File: src/rtl/seq_det_pkg.sv
`default_nettype none
// ============================================================================
//  Module   : seq_det_pkg
//  Brief    : Shared state encoding, completion-cause codes and defaults
//             for the serial sequence detector.
//  Revision : 1.0
// ============================================================================
package seq_det_pkg;

    typedef enum logic [1:0] {
        ST_IDLE  = 2'd0,
        ST_PRIME = 2'd1,
        ST_RUN   = 2'd2,
        ST_DONE  = 2'd3
    } state_t;

    localparam logic [1:0] CAUSE_NONE    = 2'b00;
    localparam logic [1:0] CAUSE_WINDOW  = 2'b01;
    localparam logic [1:0] CAUSE_MAXHITS = 2'b10;
    localparam logic [1:0] CAUSE_ABORT   = 2'b11;

    localparam int DEF_PAT_W = 5;

endpackage
`default_nettype wire

File: src/rtl/seq_shift_match.sv
`default_nettype none
// ============================================================================
//  Module   : seq_shift_match
//  Brief    : Serial shift history plus combinational compare of the updated
//             PAT_W-bit window against the target pattern (PAT_W >= 2).
//  Revision : 1.0
// ============================================================================
module seq_shift_match
    import seq_det_pkg::*;
#(
    parameter int PAT_W = DEF_PAT_W
) (
    input  logic             clk,
    input  logic             reset,
    input  logic             i_clear,
    input  logic             i_shift,
    input  logic             i_bit,
    input  logic [PAT_W-1:0] i_pattern,
    output logic             o_match
);

    // Only PAT_W-1 past bits need storing; the incoming bit completes the window.
    logic [PAT_W-2:0] r_hist;
    logic [PAT_W-1:0] w_window;

    assign w_window = {r_hist, i_bit};
    assign o_match  = (w_window == i_pattern);

    always_ff @(posedge clk or negedge reset) begin
        if (!reset) begin
            r_hist <= '0;
        end else if (i_clear) begin
            r_hist <= '0;
        end else if (i_shift) begin
            r_hist <= w_window[PAT_W-2:0];
        end
    end

endmodule
`default_nettype wire

File: src/rtl/seq_det_ctrl.sv
`default_nettype none
// ============================================================================
//  Module   : seq_det_ctrl
//  Brief    : Run-controlled serial pattern detector with window budget,
//             hit limit and abort.
//  Revision : 1.0
// ============================================================================
module seq_det_ctrl
    import seq_det_pkg::*;
#(
    parameter int PAT_W = DEF_PAT_W,
    parameter int WIN_W = 16,
    parameter int CNT_W = 8
) (
    input  logic             clk,
    input  logic             reset,
    input  logic             cfg_wr,
    input  logic [PAT_W-1:0] cfg_pattern,
    input  logic [WIN_W-1:0] cfg_window,
    input  logic [CNT_W-1:0] cfg_max_hits,
    input  logic             start,
    input  logic             abort,
    input  logic             in_valid,
    input  logic             in_seq,
    output logic             in_ready,
    output logic             busy,
    output logic             hit,
    output logic [CNT_W-1:0] hit_count,
    output logic             done,
    output logic [1:0]       done_cause
);

    localparam int FILL_W = (PAT_W > 2) ? $clog2(PAT_W) : 1;

    state_t           r_state;
    logic [PAT_W-1:0] r_cfg_pattern;
    logic [WIN_W-1:0] r_cfg_window;
    logic [CNT_W-1:0] r_cfg_max_hits;
    logic [WIN_W-1:0] r_win_cnt;
    logic [FILL_W-1:0] r_fill_cnt;
    logic [CNT_W-1:0] r_hit_count;
    logic             r_busy;
    logic             r_hit;
    logic             r_done;
    logic [1:0]       r_done_cause;

    logic             w_start;
    logic             w_take;
    logic             w_match;
    logic             w_hit;
    logic             w_max_last;
    logic             w_win_last;
    logic             w_fill_last;
    logic [WIN_W-1:0] w_win_next;
    logic [CNT_W-1:0] w_hit_inc;

    assign w_start     = start && ((r_state == ST_IDLE) || (r_state == ST_DONE));
    // A bit offered in the abort cycle is dropped, never shifted or counted.
    assign w_take      = r_busy && in_valid && !abort;
    assign w_hit       = w_take && (r_state == ST_RUN) && w_match;
    assign w_hit_inc   = (&r_hit_count) ? r_hit_count : r_hit_count + CNT_W'(1);
    assign w_max_last  = w_hit && (r_cfg_max_hits != '0) && (w_hit_inc == r_cfg_max_hits);
    assign w_win_next  = r_win_cnt + WIN_W'(1);
    assign w_win_last  = (r_cfg_window != '0) && (w_win_next == r_cfg_window);
    assign w_fill_last = (r_fill_cnt == FILL_W'(PAT_W - 2));

    seq_shift_match #(
        .PAT_W (PAT_W)
    ) u_shift_match (
        .clk       (clk),
        .reset     (reset),
        .i_clear   (w_start),
        .i_shift   (w_take),
        .i_bit     (in_seq),
        .i_pattern (r_cfg_pattern),
        .o_match   (w_match)
    );

    always_ff @(posedge clk or negedge reset) begin
        if (!reset) begin
            r_state        <= ST_IDLE;
            r_cfg_pattern  <= '0;
            r_cfg_window   <= '0;
            r_cfg_max_hits <= '0;
            r_win_cnt      <= '0;
            r_fill_cnt     <= '0;
            r_hit_count    <= '0;
            r_busy         <= 1'b0;
            r_hit          <= 1'b0;
            r_done         <= 1'b0;
            r_done_cause   <= CAUSE_NONE;
        end else begin
            r_hit <= 1'b0;
            case (r_state)
                ST_IDLE, ST_DONE: begin
                    if (cfg_wr) begin
                        r_cfg_pattern  <= cfg_pattern;
                        r_cfg_window   <= cfg_window;
                        r_cfg_max_hits <= cfg_max_hits;
                    end
                    if (start) begin
                        r_state      <= ST_PRIME;
                        r_busy       <= 1'b1;
                        r_done       <= 1'b0;
                        r_done_cause <= CAUSE_NONE;
                        r_hit_count  <= '0;
                        r_win_cnt    <= '0;
                        r_fill_cnt   <= '0;
                    end
                end
                ST_PRIME, ST_RUN: begin
                    if (abort) begin
                        r_state      <= ST_DONE;
                        r_busy       <= 1'b0;
                        r_done       <= 1'b1;
                        r_done_cause <= CAUSE_ABORT;
                    end else if (in_valid) begin
                        r_win_cnt <= w_win_next;
                        if (r_state == ST_PRIME) begin
                            r_fill_cnt <= r_fill_cnt + FILL_W'(1);
                        end
                        if (w_hit) begin
                            r_hit       <= 1'b1;
                            r_hit_count <= w_hit_inc;
                        end
                        // Hit limit outranks the window when both land on one bit.
                        if (w_max_last) begin
                            r_state      <= ST_DONE;
                            r_busy       <= 1'b0;
                            r_done       <= 1'b1;
                            r_done_cause <= CAUSE_MAXHITS;
                        end else if (w_win_last) begin
                            r_state      <= ST_DONE;
                            r_busy       <= 1'b0;
                            r_done       <= 1'b1;
                            r_done_cause <= CAUSE_WINDOW;
                        end else if ((r_state == ST_PRIME) && w_fill_last) begin
                            r_state <= ST_RUN;
                        end
                    end
                end
                default: r_state <= ST_IDLE;
            endcase
        end
    end

    assign in_ready   = r_busy;
    assign busy       = r_busy;
    assign hit        = r_hit;
    assign hit_count  = r_hit_count;
    assign done       = r_done;
    assign done_cause = r_done_cause;

endmodule
`default_nettype wire

File: config.mk
export PLATFORM = sky130hd
export DESIGN_NAME = seq_det_ctrl
export DESIGN_NICKNAME = d
export VERILOG_FILES = /design/src/rtl/seq_det_pkg.sv /design/src/rtl/seq_shift_match.sv /design/src/rtl/seq_det_ctrl.sv
export SDC_FILE = /design/constraint.sdc
export NUM_CORES = 1
export LEC_CHECK = 0
export ABC_AREA = 1
export CELL_PAD_IN_SITES_DETAIL_PLACEMENT = 0
export CELL_PAD_IN_SITES_GLOBAL_PLACEMENT = 1
export CORE_MARGIN = 10
export CORE_UTILIZATION = 44
export DETAILED_ROUTE_END_ITERATION = 16
export GPL_TIMING_DRIVEN = 0
export PLACE_DENSITY_LB_ADDON = 0.1
export SETUP_SLACK_MARGIN = 0.3
export SLEW_MARGIN = 20
export SYNTH_ARGS = -nofsm -noshare
export SYNTH_HDL_FRONTEND = slang
export SYNTH_SLANG_ARGS = --single-unit
export TNS_END_PERCENT = 30
File: constraint.sdc
create_clock -name clk -period 4.2 [get_ports clk]
set_input_delay 0.42 -clock clk [delete_from_list [all_inputs] [get_ports clk]]
set_output_delay 0.42 -clock clk [all_outputs]
set_load 0.01 [all_outputs]
# Word level (Yosys, flattened, before mapping)
# Index checks and enable logic that the tools add are counted.
dict set report totals {
  input_bits 36
  out_inout_bits 14
  ff_bits 67
}
dict set report classes {
  n_eq_ne 15
  add_sub_neg 3
  n_reduce_logical 24
  mux 46
}
# operator n
set ops {}
lappend ops {{2-to-1 mux 16 bit} 3}
lappend ops {{2-to-1 mux 8 bit} 5}
lappend ops {{one-hot mux 16 bit (2 select lines)} 1}
lappend ops {{2-to-1 mux 2 bit} 11}
lappend ops {{adder 16 x 1 -> 16 bit, second input constant} 1}
lappend ops {{equality test 16 bit} 1}
lappend ops {{one-hot mux 8 bit (2 select lines)} 1}
lappend ops {{nonzero test 16 bit} 1}
lappend ops {{2-to-1 mux 1 bit} 14}
lappend ops {{2-to-1 mux 3 bit} 4}
lappend ops {{!= test 2 bit, second input constant} 5}
lappend ops {{logical AND 1 bit} 9}
lappend ops {{AND reduction 3 bit} 3}
lappend ops {{adder 8 x 1 -> 8 bit, second input constant} 1}
lappend ops {{equality test 8 bit} 1}
lappend ops {{2-to-1 mux 4 bit} 2}
lappend ops {{one-hot mux 2 bit (2 select lines)} 2}
lappend ops {{AND reduction 4 bit} 2}
lappend ops {{AND reduction 8 bit} 1}
lappend ops {{nonzero test 8 bit} 1}
lappend ops {{one-hot mux 3 bit (2 select lines)} 1}
lappend ops {{equality test 5 bit} 1}
lappend ops {{!= test 5 bit, second input constant} 1}
lappend ops {{equality test 2 bit, second input constant} 2}
lappend ops {{other kinds (12)} 14}

# Depth between registers and ports, before layout
# Gate-level depths: netlist (run 1).
dict set report depth {
  ltp_word 10
  depth_mapped 18
  ltp_nobuf 17
}

# By module
# From an unflattened synthesis (run 1), not the netlist that was laid out.
dict set report hier_totals {
  hier_cells 529
  hier_area_um2 3930.0
}
# module area_each_um2 cells_per_inst seq_area_each_um2 n_inst
set modules_own_cells {}
lappend modules_own_cells {seq_det_ctrl 3697.3 499 1576.5 1}
lappend modules_own_cells {seq_shift_match 232.7 30 100.1 1}

# Worst setup path after synthesis (run 1)
# Ideal clock, no wire load.
dict set report synth_timing {
  path_kind {reg-to-reg}
  from {register r_hit_count[0], in the netlist hit_count[0]}
  to {register r_state[0]}
  path_stages_with_launch 18
  required_time_ns 4.083
  arrival_time_ns 1.919
  path_slack_ns 2.164
  setup_time_ns 0.117
  period_less_slack_ns 2.036
  cell_sequence {dfrtp_1 > ha_1 > nand2_2 > nor2_4 > nand2_2 > buf_6 > nand2_4 > nand2_2 > nand2_1 > nand3_1 > nor2_2 > nand3_2 > nand2_2 > inv_2 > nand4_1 > nand3_2 > nand2_1 > nand2_1}
}
dict set report synth_via {
  elab_chain_len 8
  elab_cells_between_ends 11
  classes_between {add/sub (1); eq/ne (2); mux (5); reduce/logical (3)}
}
# element line
set synth_lines {}
lappend synth_lines {{from (decl)} seq_det_ctrl.sv:41} ;# logic [CNT_W-1:0] r_hit_count;
lappend synth_lines {{from (signal assigned)} seq_det_ctrl.sv:124} ;# r_hit_count <= w_hit_inc;
lappend synth_lines {{adder 8 x 1 -> 8 bit or AND reduction 8 bit (tied branches)} seq_det_ctrl.sv:61} ;# assign w_hit_inc = (&r_hit_count) ? r_hit_count : r_hit_count + CNT_W'(1);
lappend synth_lines {{2-to-1 mux 8 bit (*)} seq_det_ctrl.sv:61}
lappend synth_lines {{equality test 8 bit (*)} seq_det_ctrl.sv:62} ;# assign w_max_last = w_hit && (r_cfg_max_hits != '0) && (w_hit_inc == r_cfg_max_hits);
lappend synth_lines {{logical AND 1 bit (*)} seq_det_ctrl.sv:62}
lappend synth_lines {{2-to-1 mux 2 bit} seq_det_ctrl.sv:127} ;# if (w_max_last) begin
lappend synth_lines {{2-to-1 mux 2 bit} seq_det_ctrl.sv:117} ;# end else if (in_valid) begin
lappend synth_lines {{2-to-1 mux 2 bit} seq_det_ctrl.sv:112} ;# if (abort) begin
lappend synth_lines {{one-hot mux 2 bit (2 select lines)} seq_det_ctrl.sv:94} ;# case (r_state)
lappend synth_lines {{to (signal assigned)} seq_det_ctrl.sv:113} ;# r_state <= ST_DONE;
lappend synth_lines {{to (signal assigned)} seq_det_ctrl.sv:128} ;# r_state <= ST_DONE;
lappend synth_lines {{to (signal assigned)} seq_det_ctrl.sv:133} ;# r_state <= ST_DONE;
lappend synth_lines {{to (decl)} seq_det_ctrl.sv:35} ;# state_t r_state;
# Every way passes the cells marked *; elsewhere a longest branch is shown, timed or not. The select of a mux whose other input is x is not followed.
# A chain may end at the register's enable or synchronous reset.

# Worst setup path in the final report (run 1)
dict set report layout_timing {
  from {register r_state[0]}
  to {register r_hit_count[6], in the netlist hit_count[6]}
}
dict set report layout_via {
  elab_chain_len 5
  elab_cells_between_ends 14
  classes_between {eq/ne (7); mux (1); reduce/logical (6)}
}
# element line
set layout_lines {}
lappend layout_lines {{from (signal assigned)} seq_det_ctrl.sv:81} ;# r_state <= ST_IDLE;
lappend layout_lines {{from (signal assigned)} seq_det_ctrl.sv:102} ;# r_state <= ST_PRIME;
lappend layout_lines {{from (signal assigned)} seq_det_ctrl.sv:113}
lappend layout_lines {{equality test 2 bit} {seq_det_ctrl.sv:60, seq_det_ctrl.sv:94}}
lappend layout_lines {{logical AND 1 bit (2 in a row)} seq_det_ctrl.sv:60} ;# assign w_hit = w_take && (r_state == ST_RUN) && w_match;
lappend layout_lines {{!= test 2 bit (no source line)} n/a}
lappend layout_lines {{AND reduction 4 bit (no source line)} n/a}
# Parallel ways exist; a longest one is shown, timed or not.

==> results.json, run 1 <==
{
  "clk_pin_slew_ns": 0.07,
  "share_of_post_route_cells_with_drive_strength_above_1_pct": 9.49,
  "worstSkewPairLatency_ns": 0.34,
  "total_die_area_mm2": 0.0129,
  "max-vdd-ir-drop_mv": 0.331,
  "total_leakage_power_nw": 2.17,
  "syn_nets": 544,
  "r2r_start": "r_state[0]",
  "power.share.clock_pct": 24.6,
  "netlist-cell-type-count": 32,
  "worst_slew_pin_slew_ns": 0.585,
  "yosysMostFrequentCell": "sky130_fd_sc_hd__nand2_1",
  "worstSetupPathType": "reg2reg",
  "gp_congestion": 0.839,
  "post_synthesis_sequential_element_count": 67,
  "timing.reg2reg.setup_slack_ns": 1.62,
  "combinationalPowerShare_pct": 37.8,
  "design.core.area_mm2": 0.00859,
  "clk_root_buffer_cell": "sky130_fd_sc_hd__clkbuf_8",
  "sum_of_buffers_and_inverters_on_the_critical_path": 3,
  "outcome": "complete, no violations",
  "hold-path-endpoint": "r_fill_cnt[2]",
  "tot_gr_track_use_pct": 15.4,
  "cell_internal_pwr_mw": 1.65,
  "worst_slack_ns": 1.62,
  "sw_frac_of_total_pct": 37.6,
  "power_density_mw_per_mm2": 558,
  "placement_rows": 34,
  "ys_seq_area_share_pct": 43.7,
  "fin_area_mm2": 0.00474,
  "drc_errors": 0,
  "yosysTopAreaCell": "sky130_fd_sc_hd__dfrtp_1",
  "synth_enable_flop_cells": 0,
  "worst_hold_startpoint": "r_fill_cnt[2]",
  "dpl.hpwl_um": 7630,
  "yosys.area.top_type_share_pct": 43.7,
  "netSwitchingPower_uw": 996,
  "async_reset_ff_share_pct": 100,
  "tritoncts_clock_tree": "yes",
  "cp_slowest_cell": "sky130_fd_sc_hd__nor3_2",
  "reg2reg_depth": 9,
  "cts_num_sinks": 67,
  "timing.critical_path.required_ns": 4.45,
  "routed_wl_um": 9900,
  "worst_r2r_endpoint": "hit_count[6]",
  "slew_headroom_pct": 60.8,
  "cap_violations": 0,
  "width_of_the_chip_um": 113,
  "average_wire_length_per_cell_after_detail_routing_um": 14.6,
  "rsz0062_at_grt": "false",
  "antenna_cells_inserted": 0,
  "num-nets-final": 606,
  "clockBufferDepth": 2,
  "resized_gates_after_cts": 0,
  "cp_max_fo": 7,
  "cp_slowest_stage_delay_ns": 0.53,
  "fin_worst_hold_slack_ns": 0.495,
  "initial_core_util_pct": 44.7,
  "slew_viol_final": 0,
  "numCtsBuffers": 9,
  "drt.antenna.violating_nets": 0,
  "globalRouteOverflowTotal": 0,
  "path_cells": "inv_1, ha_1, nor2_1, inv_1, nor2_1, inv_1, nor3_2, nand3_1, o21ai_0",
  "first_pass_iters": 4,
  "dpl_cell_area_mm2": 0.00449,
  "layout-area-overhead-vs-synth_pct": 23.5,
  "grt_first_pass_wirelength_um": 16500,
  "yosys-top-cells-count": "sky130_fd_sc_hd__nand2_1, sky130_fd_sc_hd__dfrtp_1, sky130_fd_sc_hd__inv_1, sky130_fd_sc_hd__nand3_1, sky130_fd_sc_hd__nor2_1",
  "synthesis.area_mm2": 0.00384,
  "total_negative_setup_slacks_ns": 0,
  "min_delay_path_depth": 2,
  "timing.critical_path.max_delay_family": "simple AND/OR/NAND/NOR gates",
  "postSynthAreaPerCell_um2": 7.65,
  "hold_path.class": "reg2reg",
  "share_seq_of_total_power_pct": 37.6,
  "timing.final.crit_share_pct": 61.5,
  "worst_setup_path_start_kind": "register",
  "crit_top_cell": "sky130_fd_sc_hd__inv_1",
  "htreeDepth": 3,
  "grt_pass1_vias": 3499,
  "post_synth_inst_count": 502,
  "grt_antenna_before_repair": 0,
  "pre_cts_ws_ns": 1.57,
  "io_buffers": 49,
  "postSynth.topFlopCell": "sky130_fd_sc_hd__dfrtp_1",
  "max_clock_freq_mhz": 387,
  "grt_start_max_net_pins": 46,
  "arrival_ns": 2.83,
  "netlist_top_cells_area": "sky130_fd_sc_hd__dfrtp_1, sky130_fd_sc_hd__nand2_1, sky130_fd_sc_hd__nand3_1, sky130_fd_sc_hd__inv_1, sky130_fd_sc_hd__nor2_1",
  "design.portCount": 50,
  "layout_min_cycle_time_ns": 2.58,
  "fin_worst_skew_ns": 0.00994,
  "num_vias": 3500,
  "finish.utilization_pct": 55.2,
  "finalSetupViolations": 0,
  "die_height_um": 113,
  "end_kind": "register",
  "synth.yosys.warnings": 0,
  "initialDrtViolationCount": 149,
  "timing.final.hold_violations": 0,
  "viasPerCell": 5.17
}
-- sequential cells by signal, indices dropped and copies added, names as in the netlist --
signal	cells
r_win_cnt	16
hit_count	8
r_cfg_pattern	5
r_fill_cnt	3
hit	1
busy	1
r_cfg_max_hits	8
r_cfg_window	16
done	1
r_state	2
done_cause	2
u_shift_match.r_hist	4
-- worst max-delay path by stage --
| stage | startpoint | to | cells after the start |
|---|---|---|---|
| after floorplan | hit_count[0] | r_state[0] | 17 |
| after global placement | reset | u_shift_match.r_hist[0] | 1 |
| after detailed placement | abort | hit_count[6] | 8 |
| after CTS | r_state[0] | hit_count[6] | 9 |
| after global routing | r_state[0] | hit_count[1] | 9 |
| final | r_state[0] | hit_count[6] | 9 |
-- cells in the final DEF, fill, tap and decap left out, drive strengths merged, types with 2 or more instances in the layout --
master,instances
ha,6
clkbuf,15
clkdlybuf4s50,48
o22ai,12
nand3,56
nor2,52
o21ai,25
xor2,3
inv,66
nand4,15
nor4,4
nor3,2
bufinv,3
nand2,140
mux2,12
xnor2,6
clkinv,3
o31ai,3
nand3b,4
buf,5
dfrtp,67
a21oi,18
-- power by group through the flow --
stage | combinational, mW | sequential [mW] | clock [mW]
after detailed placement | 1.01 | 1.01 | 0
after floorplan | 0.708 | 0.974 | 0
after global routing | 1.14 | 1.02 | 0.697
after CTS | 1.02 | 0.995 | 0.666
final | 1.00 | 0.994 | 0.651
after global placement | 0.992 | 1.00 | 0
-- cells by family (layout without fill, tap and decap cells) --
logic type               after synthesis  after routing  share of synthesized area (%)
XOR/XNOR                               9              9                           2.05
AO/OA/AOI/OAI                         60             60                           8.70
adder cells (fa/ha/maj)                6              6                           1.96
AND/OR/NAND/NOR                      273            273                           32.4
flip-flops                            67             67                           43.7
buffers and inverters                 75            142                           7.66
multiplexers                          12             12                           3.52
-- through the flow --
step / total power, mW / instances
detailed placement: 2.01 / 660
finish: 2.65 / 677
floorplan: 1.68 / 502
CTS: 2.68 / 677
global route: 2.86 / 677
global placement: 2.00 / 659
-- per-layer routing --
| layer | track usage (%) | routed length (um) |
|---|---|---|
| met1 | 21.1 | 4960 |
| met2 | 24.1 | 4410 |
| met3 | 3.15 | 428 |
| met4 | 4.31 | 98 |
| met5 | 0 | 0 |
-- timing repair --
item	CTS	global route
hold buffers	1	0
setup buffers	0	0
hold endpoints to repair	22	0
-- cell type report --
class | count | area [um2]
fillers | 821 | 3850
multi-input cells | 360 | 1870
flip-flops and latches | 67 | 1680
repair buffers | 51 | 526
inverters | 66 | 248
well taps | 108 | 135
clock buffers | 9 | 124
clock inverters | 7 | 116
plain buffers | 9 | 46.3
-- worst reg2reg max path, stage by stage (launching register included) --
cell                      delay [ns]
sky130_fd_sc_hd__dfrtp_1        0.39
sky130_fd_sc_hd__inv_1          0.06
sky130_fd_sc_hd__ha_1           0.38
sky130_fd_sc_hd__nor2_1         0.27
sky130_fd_sc_hd__inv_1          0.07
sky130_fd_sc_hd__nor2_1         0.34
sky130_fd_sc_hd__inv_1          0.21
sky130_fd_sc_hd__nor3_2         0.53
sky130_fd_sc_hd__nand3_1        0.13
sky130_fd_sc_hd__o21ai_0        0.11
Note: power is estimated with default switching activity, not from simulation.
==> inputs of run 2 (changes only) <==
- CORE_UTILIZATION: 44 -> 41
- clock period: 4.2 -> 2.4 ns (I/O delays scaled with it)
==> run 2 against run 1 <==
Maximum frequency up 19%; critical endpoint is now r_win_cnt[10]; final area is 6.2% higher; register-to-register slack got worse by 1.4 ns; flip-flop and latch count unchanged; total power up 71%; first-iteration DRC count rose by 19%; largest power group unchanged; non-clock buffer count increased by 25; critical path type unchanged; worst setup slack worse by 1.4 ns; sequential share of layout area decreased by 2.0 points; count of clock-buffer cells in the layout grew 5.
==> results.json, run 2 (synthesis results as in run 1) <==
{
  "outcome": "complete, no violations",
  "die_height_um": 117,
  "cell_internal_pwr_mw": 2.70,
  "cp_max_fo": 5,
  "io_buffers": 49,
  "timing.reg2reg.setup_slack_ns": 0.22,
  "viasPerCell": 5.18,
  "design.core.area_mm2": 0.00920,
  "pre_cts_ws_ns": -0.231,
  "crit_top_cell": "sky130_fd_sc_hd__buf_4",
  "finalSetupViolations": 0,
  "netSwitchingPower_mw": 1.83,
  "cp_slowest_cell": "sky130_fd_sc_hd__dfrtp_1",
  "power.share.clock_pct": 19.2,
  "rsz0062_at_grt": "true",
  "num-nets-final": 631,
  "share_seq_of_total_power_pct": 39.0,
  "worst_setup_path_start_kind": "register",
  "average_wire_length_per_cell_after_detail_routing_um": 15.1,
  "numCtsBuffers": 9,
  "worst_slack_ns": 0.225,
  "hold_path.class": "in2async",
  "worst_slew_pin_slew_ns": 0.588,
  "end_kind": "register",
  "combinationalPowerShare_pct": 41.9,
  "r2r_start": "r_win_cnt[1]",
  "placement_rows": 35,
  "largest_registers": "r_cfg_window (16), r_win_cnt (16)",
  "layout-area-overhead-vs-synth_pct": 31.2,
  "initialDrtViolationCount": 177,
  "slew_headroom_pct": 60.8,
  "total_die_area_mm2": 0.0136,
  "fin_worst_skew_ns": 0.0128,
  "timing.final.crit_share_pct": 90.6,
  "grtUsageMet3_pct": 3.29,
  "worstSkewPairLatency_ns": 0.34,
  "design.portCount": 50,
  "drt.antenna.violating_nets": 0,
  "grt_antenna_before_repair": 0,
  "max_clock_freq_mhz": 460,
  "worstSetupPathType": "reg2reg",
  "worst_r2r_endpoint": "r_win_cnt[10]",
  "dpl.hpwl_um": 7760,
  "first_pass_iters": 4,
  "tot_gr_track_use_pct": 16.8,
  "clk_root_buffer_cell": "sky130_fd_sc_hd__clkbuf_8",
  "power_density_mw_per_mm2": 900,
  "share_of_post_route_cells_with_drive_strength_above_1_pct": 19.2,
  "initial_core_util_pct": 41.7,
  "layout.cells.most_common": "sky130_fd_sc_hd__nand2_1",
  "grt_start_max_net_pins": 41,
  "drc_errors": 0,
  "max-vdd-ir-drop_mv": 0.531,
  "num_vias": 3654,
  "arrival_ns": 2.40,
  "slew_viol_final": 0,
  "htreeDepth": 3,
  "grt_first_pass_wirelength_um": 18100,
  "clockBufferDepth": 2,
  "width_of_the_chip_um": 117,
  "tritoncts_clock_tree": "yes",
  "layout_min_cycle_time_ns": 2.18,
  "timing.final.hold_violations": 0,
  "path_cells": "ha_4, nand2_4, nor2_4, buf_6, nand3_1, nand2_1, nand2_1, buf_4, buf_4, buf_4, buf_4, buf_4, buf_4, nand2_2, o21ai_1",
  "cts_num_sinks": 67,
  "total_leakage_power_nw": 2.32,
  "reg2reg_depth": 15,
  "finish.utilization_pct": 54.7,
  "gp_congestion": 0.867,
  "routed_wl_um": 10600,
  "globalRouteOverflowTotal": 0,
  "cap_violations": 0,
  "sw_frac_of_total_pct": 40.4,
  "timing.critical_path.required_ns": 2.63,
  "grt.met2_usage_pct": 26.0,
  "most_frequent_cells_in_the_layout": "sky130_fd_sc_hd__nand2_1, sky130_fd_sc_hd__dfrtp_1, sky130_fd_sc_hd__inv_1, sky130_fd_sc_hd__nand3_1, sky130_fd_sc_hd__clkdlybuf4s50_1",
  "cp_slowest_stage_delay_ns": 0.42,
  "globalRoute.busiestLayer": "met2",
  "grt_pass1_vias": 3658,
  "antenna_cells_inserted": 0,
  "global_route.usage.met1_pct": 22.6,
  "clk_pin_slew_ns": 0.08
}
run 2: area by class of cell:
cell class / count / area (um2)
well taps: 111 / 139
clock buffers: 14 / 163
clock inverters: 2 / 10.0
multi-input cells: 360 / 2020
inverters: 66 / 248
flip-flops and latches: 67 / 1680
repair buffers: 76 / 722
plain buffers: 9 / 53.8
fillers: 907 / 4160
run 2: per-layer routing:
metal | routed length (um) | up-vias
li1 | - | 1825
met1 | 5050 | 1735
met2 | 4820 | 80
met3 | 584 | 14
met4 | 167 | 0
met5 | 0 | -
run 2: timing repair:
action,in CTS,in global routing
gates resized for setup,38,16
endpoints found under the hold margin,27,0
buffers inserted,23,2
pin swaps,22,9
hold buffers,1,0
endpoints found under the setup margin,39,44
gates cloned,0,0
run 2: power by group through the flow:
stage / clock network [mW] / registers [mW] / logic (mW)
finish: 0.868 / 1.76 / 1.90
global route: 0.946 / 1.81 / 2.18
CTS: 0.884 / 1.76 / 1.90
detailed placement: 0 / 1.77 / 1.79
global placement: 0 / 1.77 / 1.75
floorplan: 0 / 1.70 / 1.24
run 2: critical path, delay by kind of cell, from the launching register on:
family                     cells  cell delay [ns]
AOI/OAI and AO/OA              1             0.05
adders and majority gates      1             0.20
and+or+nand+nor                6             0.51
DFF                            1             0.42
buffers and inverters          7             0.89
run 2: stage by stage:
stage / instance area (um2) / power, mW / hold WS [ns] / cells / setup TNS [ns]
finish: 5030 / 4.53 / 0.359 / 705 / 0
global route: 5030 / 4.94 / 0.396 / 705 / 0
CTS: 4980 / 4.54 / 0.376 / 703 / 0
detailed placement: 4490 / 3.56 / 0.196 / 663 / -4.35
global placement: 4470 / 3.52 / 0.465 / 662 / -96.99
floorplan: 3840 / 2.94 / -0.0556 / 502 / 0
run 2: worst max-delay path by stage:
stage	from	end	slack, ns	cells after the start
3_3_place_gp	reset	done	-1.39	1
2_1_floorplan	hit_count[0]	r_state[0]	0.36	17
3_5_place_dp	r_state[0]	r_win_cnt[12]	-0.23	9
6_report	r_win_cnt[1]	r_win_cnt[10]	0.22	15
5_1_grt	r_win_cnt[1]	r_state[0]	0.05	15
4_1_cts	r_win_cnt[1]	r_state[0]	0.26	15
